===== src/rtl/seq_pkg.sv =====
// seq_pkg: shared state encoding and counter sizing for the serial pattern transmitter
package seq_pkg;
  typedef enum logic [1:0] {IDLE = 2'b00, SHIFT = 2'b01, GAP = 2'b10, DONE = 2'b11} state_e;
  localparam int DEF_PAT_W = 4;
  localparam int DEF_BCNT_W = $clog2(DEF_PAT_W);
  function automatic int bcnt_w(input int pat_w);
    return (pat_w < 2) ? 1 : $clog2(pat_w);
  endfunction
endpackage


===== src/rtl/seq_pattern_tx_if.sv =====
// seq_pattern_tx_if: control inputs and serial outputs of the pattern transmitter
interface seq_pattern_tx_if #(parameter int PAT_W = 4, parameter int CNT_W = 4, parameter int GAP_W = 3);
  logic             start;
  logic [PAT_W-1:0] pattern;
  logic [CNT_W-1:0] repeat_cnt;
  logic [GAP_W-1:0] gap_len;
  logic             dout;
  logic             bit_valid;
  logic             busy;
  logic             frame_done;
  logic             done;
  modport master (output start, pattern, repeat_cnt, gap_len, input dout, bit_valid, busy, frame_done, done);
  modport slave (input start, pattern, repeat_cnt, gap_len, output dout, bit_valid, busy, frame_done, done);
endinterface


===== src/rtl/load_down_counter.sv =====
// load_down_counter: loadable down counter that holds at zero and flags a count of one
module load_down_counter #(parameter int W = 4) (
  input  logic         clk,
  input  logic         rst,
  input  logic         load_i,
  input  logic [W-1:0] val_i,
  input  logic         en_i,
  output logic         tc_o
);
  logic [W-1:0] cnt_q, cnt_d;
  always_comb cnt_d = load_i ? val_i : (en_i && cnt_q != '0) ? cnt_q - W'(1) : cnt_q;
  always_ff @(posedge clk or negedge rst)
    if (!rst) cnt_q <= '0;
    else cnt_q <= cnt_d;
  assign tc_o = cnt_q == W'(1);
endmodule


===== src/rtl/seq_pattern_tx.sv =====
// seq_pattern_tx: shifts a latched pattern out MSB-first, repeated N times with optional idle gaps
module seq_pattern_tx import seq_pkg::*; #(
  parameter int PAT_W = 4,
  parameter int CNT_W = 4,
  parameter int GAP_W = 3
) (
  input logic             clk,
  input logic             rst,
  seq_pattern_tx_if.slave bus
);
  localparam int BW = bcnt_w(PAT_W);
  state_e           state_q, state_d;
  logic [PAT_W-1:0] pat_q, pat_d, shreg_q, shreg_d, src;
  logic [GAP_W-1:0] gap_len_q, gap_len_d;
  logic             dout_q, dout_d, bit_valid_q, bit_valid_d, busy_q, busy_d;
  logic             frame_done_q, frame_done_d, done_q, done_d;
  logic             b_load, b_en, b_tc, f_load, f_en, f_tc, g_load, g_en, g_tc;
  logic [CNT_W-1:0] n_eff;
  assign n_eff = (bus.repeat_cnt == '0) ? CNT_W'(1) : bus.repeat_cnt;
  assign src = (state_q == IDLE) ? bus.pattern : pat_q;
  load_down_counter #(.W(BW)) u_bit (.clk(clk), .rst(rst), .load_i(b_load), .val_i(BW'(PAT_W - 1)), .en_i(b_en), .tc_o(b_tc));
  load_down_counter #(.W(CNT_W)) u_frame (.clk(clk), .rst(rst), .load_i(f_load), .val_i(n_eff), .en_i(f_en), .tc_o(f_tc));
  load_down_counter #(.W(GAP_W)) u_gap (.clk(clk), .rst(rst), .load_i(g_load), .val_i(gap_len_q), .en_i(g_en), .tc_o(g_tc));
  // frame_done_q doubles as "the bit on dout now is the frame's last one"
  always_comb begin
    state_d = state_q;
    pat_d = pat_q;
    gap_len_d = gap_len_q;
    shreg_d = shreg_q;
    dout_d = 1'b0;
    bit_valid_d = 1'b0;
    frame_done_d = 1'b0;
    done_d = 1'b0;
    b_load = 1'b0;
    b_en = 1'b0;
    f_load = 1'b0;
    f_en = 1'b0;
    g_load = 1'b0;
    g_en = 1'b0;
    case (state_q)
      IDLE: if (bus.start) begin
        state_d = SHIFT;
        pat_d = bus.pattern;
        gap_len_d = bus.gap_len;
        f_load = 1'b1;
        b_load = 1'b1;
      end
      SHIFT: if (!frame_done_q) begin
        b_en = 1'b1;
        dout_d = shreg_q[PAT_W-1];
        shreg_d = shreg_q << 1;
        bit_valid_d = 1'b1;
        frame_done_d = b_tc;
      end else begin
        f_en = 1'b1;
        if (f_tc) begin
          state_d = DONE;
          done_d = 1'b1;
        end else if (gap_len_q != '0) begin
          state_d = GAP;
          g_load = 1'b1;
        end else b_load = 1'b1;
      end
      GAP: begin
        g_en = 1'b1;
        if (g_tc) begin
          state_d = SHIFT;
          b_load = 1'b1;
        end
      end
      DONE: state_d = IDLE;
      default: state_d = IDLE;
    endcase
    if (b_load) begin
      dout_d = src[PAT_W-1];
      shreg_d = src << 1;
      bit_valid_d = 1'b1;
    end
    busy_d = (state_d == SHIFT) || (state_d == GAP);
  end
  always_ff @(posedge clk or negedge rst)
    if (!rst) begin
      state_q <= IDLE;
      pat_q <= '0;
      shreg_q <= '0;
      gap_len_q <= '0;
      dout_q <= 1'b0;
      bit_valid_q <= 1'b0;
      busy_q <= 1'b0;
      frame_done_q <= 1'b0;
      done_q <= 1'b0;
    end else begin
      state_q <= state_d;
      pat_q <= pat_d;
      shreg_q <= shreg_d;
      gap_len_q <= gap_len_d;
      dout_q <= dout_d;
      bit_valid_q <= bit_valid_d;
      busy_q <= busy_d;
      frame_done_q <= frame_done_d;
      done_q <= done_d;
    end
  assign bus.dout = dout_q;
  assign bus.bit_valid = bit_valid_q;
  assign bus.busy = busy_q;
  assign bus.frame_done = frame_done_q;
  assign bus.done = done_q;
endmodule

===== src/flat_wrapper.sv =====
// flat-port wrapper written by rule: the top's interface ports become plain ports
module seq_pattern_tx_flat import seq_pkg::*;
#(
  parameter int PAT_W = 4,
  parameter int CNT_W = 4,
  parameter int GAP_W = 3
)
  (clk, rst, bus_start, bus_pattern, bus_repeat_cnt, bus_gap_len, bus_dout, bus_bit_valid, bus_busy, bus_frame_done, bus_done);
  seq_pattern_tx_if #(.PAT_W(PAT_W), .CNT_W(CNT_W), .GAP_W(GAP_W)) bus_i ();
  input logic clk;
  input logic rst;
  input wire logic [$bits(bus_i.start)-1:0] bus_start;
  input wire logic [$bits(bus_i.pattern)-1:0] bus_pattern;
  input wire logic [$bits(bus_i.repeat_cnt)-1:0] bus_repeat_cnt;
  input wire logic [$bits(bus_i.gap_len)-1:0] bus_gap_len;
  output wire logic [$bits(bus_i.dout)-1:0] bus_dout;
  output wire logic [$bits(bus_i.bit_valid)-1:0] bus_bit_valid;
  output wire logic [$bits(bus_i.busy)-1:0] bus_busy;
  output wire logic [$bits(bus_i.frame_done)-1:0] bus_frame_done;
  output wire logic [$bits(bus_i.done)-1:0] bus_done;
  assign bus_i.start = bus_start;
  assign bus_i.pattern = bus_pattern;
  assign bus_i.repeat_cnt = bus_repeat_cnt;
  assign bus_i.gap_len = bus_gap_len;
  assign bus_dout = bus_i.dout;
  assign bus_bit_valid = bus_i.bit_valid;
  assign bus_busy = bus_i.busy;
  assign bus_frame_done = bus_i.frame_done;
  assign bus_done = bus_i.done;
  seq_pattern_tx #(.PAT_W(PAT_W), .CNT_W(CNT_W), .GAP_W(GAP_W)) u_core (.clk(clk), .rst(rst), .bus(bus_i));
endmodule

===== config.mk =====
export PLATFORM = sky130hd
export DESIGN_NAME = seq_pattern_tx_flat
export DESIGN_NICKNAME = d
export VERILOG_FILES = /design/src/rtl/seq_pkg.sv /design/src/rtl/seq_pattern_tx_if.sv /design/src/rtl/load_down_counter.sv /design/src/rtl/seq_pattern_tx.sv /design/src/flat_wrapper.sv
export SDC_FILE = /design/constraint.sdc
export NUM_CORES = 1
export LEC_CHECK = 0
export ABC_AREA = 0
export CAP_MARGIN = 20
export CORE_AREA = 2 2 62 64
export DETAILED_ROUTE_END_ITERATION = 10
export DIE_AREA = 0 0 64 66
export PLACE_DENSITY = 0.67
export SLEW_MARGIN = 10
export SYNTH_ARGS = -nofsm -noshare
export SYNTH_HDL_FRONTEND = slang
export SYNTH_SLANG_ARGS = --single-unit

===== constraint.sdc =====
create_clock -name clk -period 1.9 [get_ports clk]
set_input_delay 0.38 -clock clk [delete_from_list [all_inputs] [get_ports clk]]
set_output_delay 0.38 -clock clk [all_outputs]
set_load 0.05 [all_outputs]

# Word-level counts from Yosys, hierarchy flattened
# Cells that the tools add are included.
# totals
regBits	27
inputBits	14
out_inout_bits	5
wordCells	82
# classes
addsub	3
n_eq_ne	9
mux	42
n_reduce_logical	16
# op_table
operator	n
$mux W4	7
$mux W1	24
$mux W2	7
$reduce_bool A2 Y1	5
$pmux W2 S4	1
$eq A2 B1 Y1 const B	3
$eq A2 B2 Y1 const B	3
$mux W3	2
$reduce_bool A3 Y1	2
$eq A4 B1 Y1 const B	1
$logic_not A4 Y1	1
$reduce_and A2 Y1	2
$reduce_bool A4 Y1	1
$sub A4 B1 Y4 const B	1
$eq A3 B1 Y1 const B	1
$logic_and A1 B1 Y1	3
$pmux W1 S3	1
$sub A3 B1 Y3 const B	1
$logic_not A2 Y1	1
$ne A2 B2 Y1 const B	1
$sub A2 B1 Y2 const B	1
$logic_or A1 B1 Y1	1

# Longest topological paths before layout
# Gate-level depths: netlist of run 1.
# depth
depth_word	7
ltp_mapped	7
depth_no_buf	6

# Modules after synthesis
# From an unflattened synthesis of run 1, not the netlist that was laid out.
# unflattened
hier_cells	135
area_unflattened_um2	1480.2
# by_module_without_submodules
module	n_inst	cells_per_inst	area_per_inst_um2	seq_area_each_um2
seq_pattern_tx	1	69	832.0	425.4
load_down_counter at u_core.u_frame	1	29	282.8	100.1
load_down_counter at u_core.u_gap	1	24	221.5	75.1
load_down_counter at u_core.u_bit	1	13	143.9	50.0

# Least setup slack after synthesis of run 1
# Ideal clock, no wire load.
# synth_timing
path_kind	reg-to-reg
from	reg u_core.frame_done_q, in the netlist u_core.bus.frame_done
to	reg u_core.u_frame.cnt_q[2]
setup_ns	0.123
t_arrival_ns	1.415
required_time_ns	1.777
setup_slack_ns	0.362
path_stages_with_launch	5
path_buffers	0
period_less_slack_ns	1.538
cell_sequence	dfrtp_1 -> nand3b_1 -> nor3b_1 -> xnor2_1 -> a21oi_1
# synth_between
elab_chain_cells	4
# synth_rtl
element	line_no	rtl
start: declaration	seq_pattern_tx.sv:16	logic frame_done_q, frame_done_d, done_q, done_d;
start signal: assignment	seq_pattern_tx.sv:100	frame_done_q <= frame_done_d;
$mux W1	seq_pattern_tx.sv:48	SHIFT: if (!frame_done_q) begin
$mux W1	seq_pattern_tx.sv:40	case (state_q)
$logic_and A1 B1 Y1	load_down_counter.sv:11	always_comb cnt_d = load_i ? val_i : (en_i && cnt_q != '0) ? cnt_q - W'(1) : cnt_q;
$reduce_bool A2 Y1 (no source line)	--	
end signal: assignment	load_down_counter.sv:14	else cnt_q <= cnt_d;
end: declaration	load_down_counter.sv:10	logic [W-1:0] cnt_q, cnt_d;
# Every way passes these cells.
# A chain may end at the register's enable or synchronous reset.

# Worst setup path in the final report of run 1
# layout_timing
from	reg u_core.busy_q, in the netlist u_core.bus.busy
to	out bus_busy
# layout_rtl
element	line_no	rtl
start: declaration	seq_pattern_tx.sv:15	logic dout_q, dout_d, bit_valid_q, bit_valid_d, busy_q, busy_d;
start signal: assignment	seq_pattern_tx.sv:99	busy_q <= busy_d;
end: declaration	flat_wrapper.sv:18	output wire logic [$bits(bus_i.busy)-1:0] bus_busy;
# No word-level cell between the ends.

==> metrics.md, run 1 <==
| Metric | Value |
|---|---|
| CP Launch Type | `register` |
| Worst Tran Pin Value | `0.506 ns` |
| Power Dens Cells | `1670 nW/um2` |
| Longest Clk Path Bufs | `2` |
| Cell Count, Final, Fillers Out | `198` |
| Async set-reset flop share out of synthesis | `1.00` |
| Final slew viol count | `0` |
| Peak supply drop | `0.654 mV` |
| Cell family with most CP delay | `buffers and inverters` |
| RSZ-0062 raised after global routing | `false` |
| Gr usage total | `0.133` |
| Num rows | `22` |
| Setup ws final | `0.0518 ns` |
| Levels on crit path | `1` |
| Hold Crit Class | `in -> async` |
| CP Class | `reg -> out` |
| Cell taking the most area after synthesis | `dfrtp_1` |
| Crit-path cells | `clkdlybuf4s50_1` |
| GPL Wtd Cong | `0.761` |
| DR top layer | `met4` |
| Initial Util | `0.383` |
| Die Area | `4220 um2` |
| Endpoints failing setup | `0` |
| Area of the core | `3550 um2` |
| Clk slew on worst S/H paths | `0.15 ns` |
| Sequential fraction of the synthesis area | `0.479` |
| Ant diodes | `0` |
| Max Cap Viol | `0` |
| EDFF count, synth | `0` |
| Most frequent cell after synthesis | `dfrtp_1` |
| Mapped Cells | `125` |
| Vias | `974` |
| #FFs+latches synth | `26` |
| Final hold vios | `0` |
| Clock skew | `0.000885 ns` |
| Final worst path period share | `0.973` |
| Critical path required time | `1.52 ns` |
| First-pass GRT wire length | `4320 um` |
| Number of global-route vias before repair | `997` |
| Port Buffer Count | `18` |
| Wire per inst | `12.5 um` |
| Min Tclk post-route | `1.85 ns` |
| DRT antenna net count | `0` |
| Pleak | `0.000792 uW` |
| Later-pin clock latency in the skew report | `0.33 ns` |
| Post-placement cell area | `1620 um2` |
| Prevailing post-synth register cell | `dfrtp_1` |
| DRT Wirelength | `2480 um` |
| Worst Path Buf+Inv | `1` |
| Reg2Reg Depth | `4` |
| Critical Path Fanout Max | `1` |
| Post-Syn Nets | `146` |
| Die Width | `64 um` |
| Largest net degree at the start of global routing | `27` |
| CTS Hold Bufs | `0` |
| Commonest cells post-synth | `dfrtp_1 (26), inv_1 (13), nand2_1 (8), nor2_1 (8), ha_1 (7)` |
| Total Nets Final | `172` |
| Residual DRC | `0` |
| Pwr Total | `2780 uW` |
| Clock Root Buffer | `clkbuf_4` |
| # IOs | `19` |
| Synthesized cell area | `1360 um2` |
| Num CTS Buffers | `3` |
| Yosys cell types | `38` |
| CP max stage delay | `0.79 ns` |
| Slowest stage cell, crit path | `clkdlybuf4s50_1` |
| Met1 wire length | `1080 um` |
| Outcome | `completed` |
| 1st-pass router iterations | `4` |
| Inst Count DP | `194` |
| Initial antenna violation count | `0` |
| Headroom to the max-slew limit | `0.662` |
| TritonCTS clock tree | `built` |
| Arrival time at the worst endpoint | `1.47 ns` |
| Die H | `66 um` |
| Final instance area | `1660 um2` |
| Clock sink count | `26` |
| Share of layout cells above drive strength 1 | `0.153` |
| DR WL met3 | `71 um` |
| FMAX | `541 MHz` |
| Post-synthesis area per instance | `10.9 um2` |
| DRT iter0 DRCs | `10` |
| Met2 wire length | `1300 um` |
| Pre-CTS WS | `-0.0249 ns` |
| H-tree levels | `1` |
| Yosys warnings | `0` |
| Routed vias/inst | `4.92` |
| Area growth, synth to finish | `22.1%` |
| Crit end category | `output port` |
| Area share of the largest cell type after synthesis | `0.479` |
| Grt total ovfl | `0` |
| Post-DP HPWL | `1920 um` |
| Most area-consuming cells after synthesis | `dfrtp_1 (48%), ha_1 (6.4%), mux2_4 (4.4%)` |
## flip-flops by register name, indices dropped and copies added, names as in the netlist
name	cells
u_core.bus.dout	1
u_core.u_gap.cnt_q	3
u_core.pat_q	4
u_core.bus.busy	1
u_core.state_q	2
u_core.u_bit.cnt_q	2
u_core.bus.bit_valid	1
u_core.shreg_q	3
u_core.bus.frame_done	1
u_core.u_frame.cnt_q	4
u_core.bus.done	1
u_core.gap_len_q	3
## power breakdown
| group | total [uW] | switching, uW | leakage (uW) | internal (uW) |
|---|---|---|---|---|
| logic | 1460 | 768 | 0.000458 | 692 |
| clock network | 294 | 176 | 0.0000210 | 117 |
| registers | 1020 | 199 | 0.000313 | 825 |
## timing repair
action / CTS / global route
resized for setup: 0 / 3
setup endpoints to repair: 0 / 3
setup buffers: 0 / 0
## layout make-up
type,count,area (um2)
multi-input cells,83,633
well taps,48,60.1
inverters,13,48.8
repair buffers,24,230
fillers,336,1890
clock buffers,4,36.3
flip-flops and latches,26,651
## worst paths after layout
check / to / slack [ns] / from
max in group asynchronous: u_core.u_frame.cnt_q[2]$_DFFE_PN0P_ / 1.26 / rst
worst max-delay path: bus_busy / 0.05 / u_core.bus.busy$_DFF_PN0_
worst min register to register: u_core.shreg_q[3]$_DFFE_PN0P_ / 0.52 / u_core.shreg_q[2]$_DFFE_PN0P_
worst min-delay path: u_core.bus.frame_done$_DFF_PN0_ / 0.40 / rst
min in group clk: u_core.shreg_q[3]$_DFFE_PN0P_ / 0.52 / u_core.shreg_q[2]$_DFFE_PN0P_
worst max register to register: u_core.shreg_q[3]$_DFFE_PN0P_ / 0.32 / u_core.state_q[1]$_DFF_PN0_
## cell families (layout without fill, tap and decap cells)
group / after synthesis / after routing / share of synthesized area
adders and majority gates: 7 / 7 / 0.0645
xor gates and xnor gates: 5 / 5 / 0.0322
and+or+nand+nor: 37 / 37 / 0.152
buffers and inverters: 16 / 41 / 0.0552
DFF: 26 / 26 / 0.479
muxes: 11 / 11 / 0.0985
AOI/OAI and AO/OA: 23 / 23 / 0.119
## cells in the final DEF (no fill, tap or decap), types with 2 or more instances in the layout
cell,count
xnor2_1,4
nand2b_1,3
dlymetal6s2s_1,3
o21ai_0,5
a21oi_1,6
nor3b_1,3
o221ai_1,3
inv_1,13
ha_1,7
nor3_1,3
or3b_1,2
clkdlybuf4s50_1,14
mux2_2,3
nor2_1,8
nand2_1,8
dfrtp_1,26
buf_4,7
clkbuf_4,3
mux2i_1,4
mux2_4,4
## stage by stage
step,utilization,TNS [ns],hold slack [ns]
after global routing,0.467,0,0.421
final,0.467,0,0.396
after detailed placement,0.455,-0.0527,0.488
after global placement,0.455,0,0.461
after floorplan,-,0,0.0844
after CTS,0.465,0,0.408
## routing by layer
metal / up-vias / global-route usage
met5: - / 0
met3: 4 / 0.0256
met2: 11 / 0.246
met1: 479 / 0.152
met4: 0 / 0.0489
li1: 480 / -
(Power assumes the default switching activity.)
==> run 2: changes to the inputs <==
- ABC_AREA: 0 -> not set
==> results of run 2 <==
No change in the layout: final DEF, timing and power equal those of run 1.
==> run 3: changes to the inputs <==
- CORE_AREA: 2 2 62 64 -> 3 3 63 65
- DIE_AREA: 0 0 64 66 -> 0 0 66 68
- RECOVER_POWER: not set -> 25
==> metrics.md, run 3 (same netlist as run 1, synthesis figures left out) <==
| Metric | Value |
|---|---|
| Outcome | `completed` |
| Die H | `68 um (+3.0%)` |
| Initial antenna violation count | `0 (unchanged)` |
| CP Launch Type | `register` |
| Arrival time at the worst endpoint | `1.45 ns (-0.02 ns)` |
| Commonest cells after routing, fill and taps aside | `dfrtp_1 (26), inv_1 (13), clkdlybuf4s50_1 (13), nor2_1 (8), nand2_1 (8)` |
| FMAX | `547 MHz (+1.1%)` |
| 1st-pass router iterations | `4 (unchanged)` |
| Critical Path Fanout Max | `1 (unchanged)` |
| RSZ-0062 raised after global routing | `false` |
| Longest Clk Path Bufs | `2 (unchanged)` |
| Num rows | `21 (-4.5%)` |
| Worst Tran Pin Value | `0.636 ns (+0.129 ns)` |
| Pre-CTS WS | `-0.0508 ns (-0.0258 ns)` |
| Pwr Total | `2730 uW (-1.6%)` |
| Gate power share | `0.520 (-0.005)` |
| Hold Crit Class | `reg -> reg` |
| Initial Util | `0.401 (+0.0182)` |
| Routed vias/inst | `4.89 (-0.65%)` |
| Most Crowded Layer GR | `met2` |
| Endpoints failing setup | `0 (unchanged)` |
| P_sw | `1120 uW (-1.6%)` |
| Largest net degree at the start of global routing | `27 (unchanged)` |
| DRT iter0 DRCs | `31 (+21)` |
| Headroom to the max-slew limit | `0.576 (-0.0855)` |
| Port Buffer Count | `18 (unchanged)` |
| Grt met3 use | `0.0312 (+0.00565)` |
| Most common cell after layout, fill and taps aside | `dfrtp_1` |
| Regs by FF count | `u_core.pat_q: 4 flops, u_core.u_frame.cnt_q: 4 flops` |
| Area of the multi-input gates | `633 um2 (unchanged)` |
| Met1 Use GR | `0.168 (+0.0156)` |
| DRT Wirelength | `2560 um (+3.2%)` |
| DRT antenna net count | `0 (unchanged)` |
| Clk slew on worst S/H paths | `0.13 ns (-0.02 ns)` |
| Post-Route Utilization | `0.486 (+0.0186)` |
| Share of layout cells above drive strength 1 | `0.148 (-0.00568)` |
| Area growth, synth to finish | `21.2%` |
| Pleak | `0.000777 uW (-1.9%)` |
| Reg area | `651 um2 (unchanged)` |
| Area of the core | `3390 um2 (-4.5%)` |
| Die Width | `66 um (+3.1%)` |
| # IOs | `19 (unchanged)` |
| Final worst path period share | `0.962 (-0.0107)` |
| Number of global-route vias before repair | `955 (-4.2%)` |
| Clock Root Buffer | `clkbuf_4` |
| Worst Path Buf+Inv | `1 (unchanged)` |
| Setup ws final | `0.0722 ns (+0.0204 ns)` |
| Num CTS Buffers | `3 (unchanged)` |
| First-pass GRT wire length | `4520 um (+4.6%)` |
| Clock skew | `0.00259 ns (+0.00171 ns)` |
| Residual DRC | `0 (unchanged)` |
| Max Cap Viol | `0 (unchanged)` |
| Final hold vios | `0 (unchanged)` |
| Power Dens Cells | `1660 nW/um2 (-0.84%)` |
| # fillers | `326 (-3.0%)` |
| Min Tclk post-route | `1.83 ns (-0.0204 ns)` |
| Vias | `953 (-2.2%)` |
| Cell family with most CP delay | `buffers and inverters` |
| Final slew viol count | `0 (unchanged)` |
| Crit end category | `output port` |
| CP Class | `reg -> out` |
| Net Sw Frac | `0.411 (about the same)` |
| Slowest stage cell, crit path | `clkdlybuf4s50_1` |
| Hold_ws | `0.510 ns (+0.113 ns)` |
| TritonCTS clock tree | `built` |
| Later-pin clock latency in the skew report | `0.31 ns (-0.02 ns)` |
| Total Nets Final | `171 (-0.58%)` |
| Clock sink count | `26 (unchanged)` |
| GPL Wtd Cong | `0.783 (+2.9%)` |
| Peak supply drop | `0.689 mV (+5.5%)` |
| Crit-path cells | `clkdlybuf4s50_1` |
| Ant diodes | `0 (unchanged)` |
| CP max stage delay | `0.79 ns (about the same)` |
| Post-DP HPWL | `2030 um (+5.8%)` |
| Critical path required time | `1.52 ns (about the same)` |
| Grt total ovfl | `0 (unchanged)` |
| Sequential share of power | `0.379 (+0.010)` |
| Clock power frac | `0.101 (-0.005)` |
| Gr usage total | `0.133 (-0.000216)` |
| GR Util met2 | `0.225 (-0.0208)` |
| Internal | `1610 uW (-1.6%)` |
| Die Area | `4490 um2 (+6.3%)` |
| H-tree levels | `1 (unchanged)` |
| Setup TNS Final | `0 ns (unchanged)` |
| Wire per inst | `13.1 um (+4.8%)` |
-- run 3: cell count changes in the layout (fill, tap and decap cells not counted), sizes merged --
cell / delta
clkbuf: +1
dlygate4sd3: +1
buf: -2
clkdlybuf4s50: -1
-- run 3: final cells by class --
class	count	share of cell area
clock buffer	4	0.0220
inverter	13	0.0296
multi-input combinational	83	0.384
sequential	26	0.395
tap	46	0.0350
timing repair buffer	23	0.134
-- run 3: repair_timing --
action | CTS | global route
hold buffers | 0 | 0
endpoints found under the setup margin | 0 | 3
gates resized for setup | 0 | 3
buffers inserted | 0 | 0
hold endpoints to repair | 0 | 0
-- run 3: stage by stage --
step	instance area (um2)	cells
2_1_floorplan	1360	125
3_3_place_gp	1610	191
3_5_place_dp	1610	191
4_1_cts	1640	195
5_1_grt	1650	195
6_report	1650	195
-- run 3: per-layer routing --
| metal | share of wire | vias to the layer above |
|---|---|---|
| met1 | 0.43 | 456 |
| met5 | 0 | - |
| met4 | 0.012 | 0 |
| met3 | 0.056 | 4 |
| met2 | 0.50 | 17 |
| li1 | - | 476 |
-- run 3: worst paths after layout --
path | start | to | slack, ns | cells after the start
max | u_core.bus.done$_DFF_PN0_ | bus_done | 0.07 | 1
min | u_core.shreg_q[2]$_DFFE_PN0P_ | u_core.shreg_q[3]$_DFFE_PN0P_ | 0.51 | 2
max reg2reg | u_core.state_q[0]$_DFF_PN0_ | u_core.bus.dout$_DFF_PN0_ | 0.28 | 4
min reg2reg | u_core.shreg_q[2]$_DFFE_PN0P_ | u_core.shreg_q[3]$_DFFE_PN0P_ | 0.51 | 2
max in group asynchronous | rst | u_core.u_gap.cnt_q[1]$_DFFE_PN0P_ | 0.90 | 2
min in group asynchronous | rst | u_core.u_gap.cnt_q[0]$_DFFE_PN0P_ | 0.58 | 2
-- run 3: worst min-delay path: stages, from the launching register on --
cell and delay [ns]:
dfrtp_1 0.38, nand2_1 0.05, o221ai_1 0.06
-- run 3: power by group through the flow --
stage	registers [uW]	clock network, uW	logic, uW
after floorplan	1150	0	938
after global placement	1030	0	1400
after detailed placement	1050	0	1440
after CTS	1040	289	1440
after global routing	1080	318	1580
final	1040	277	1420
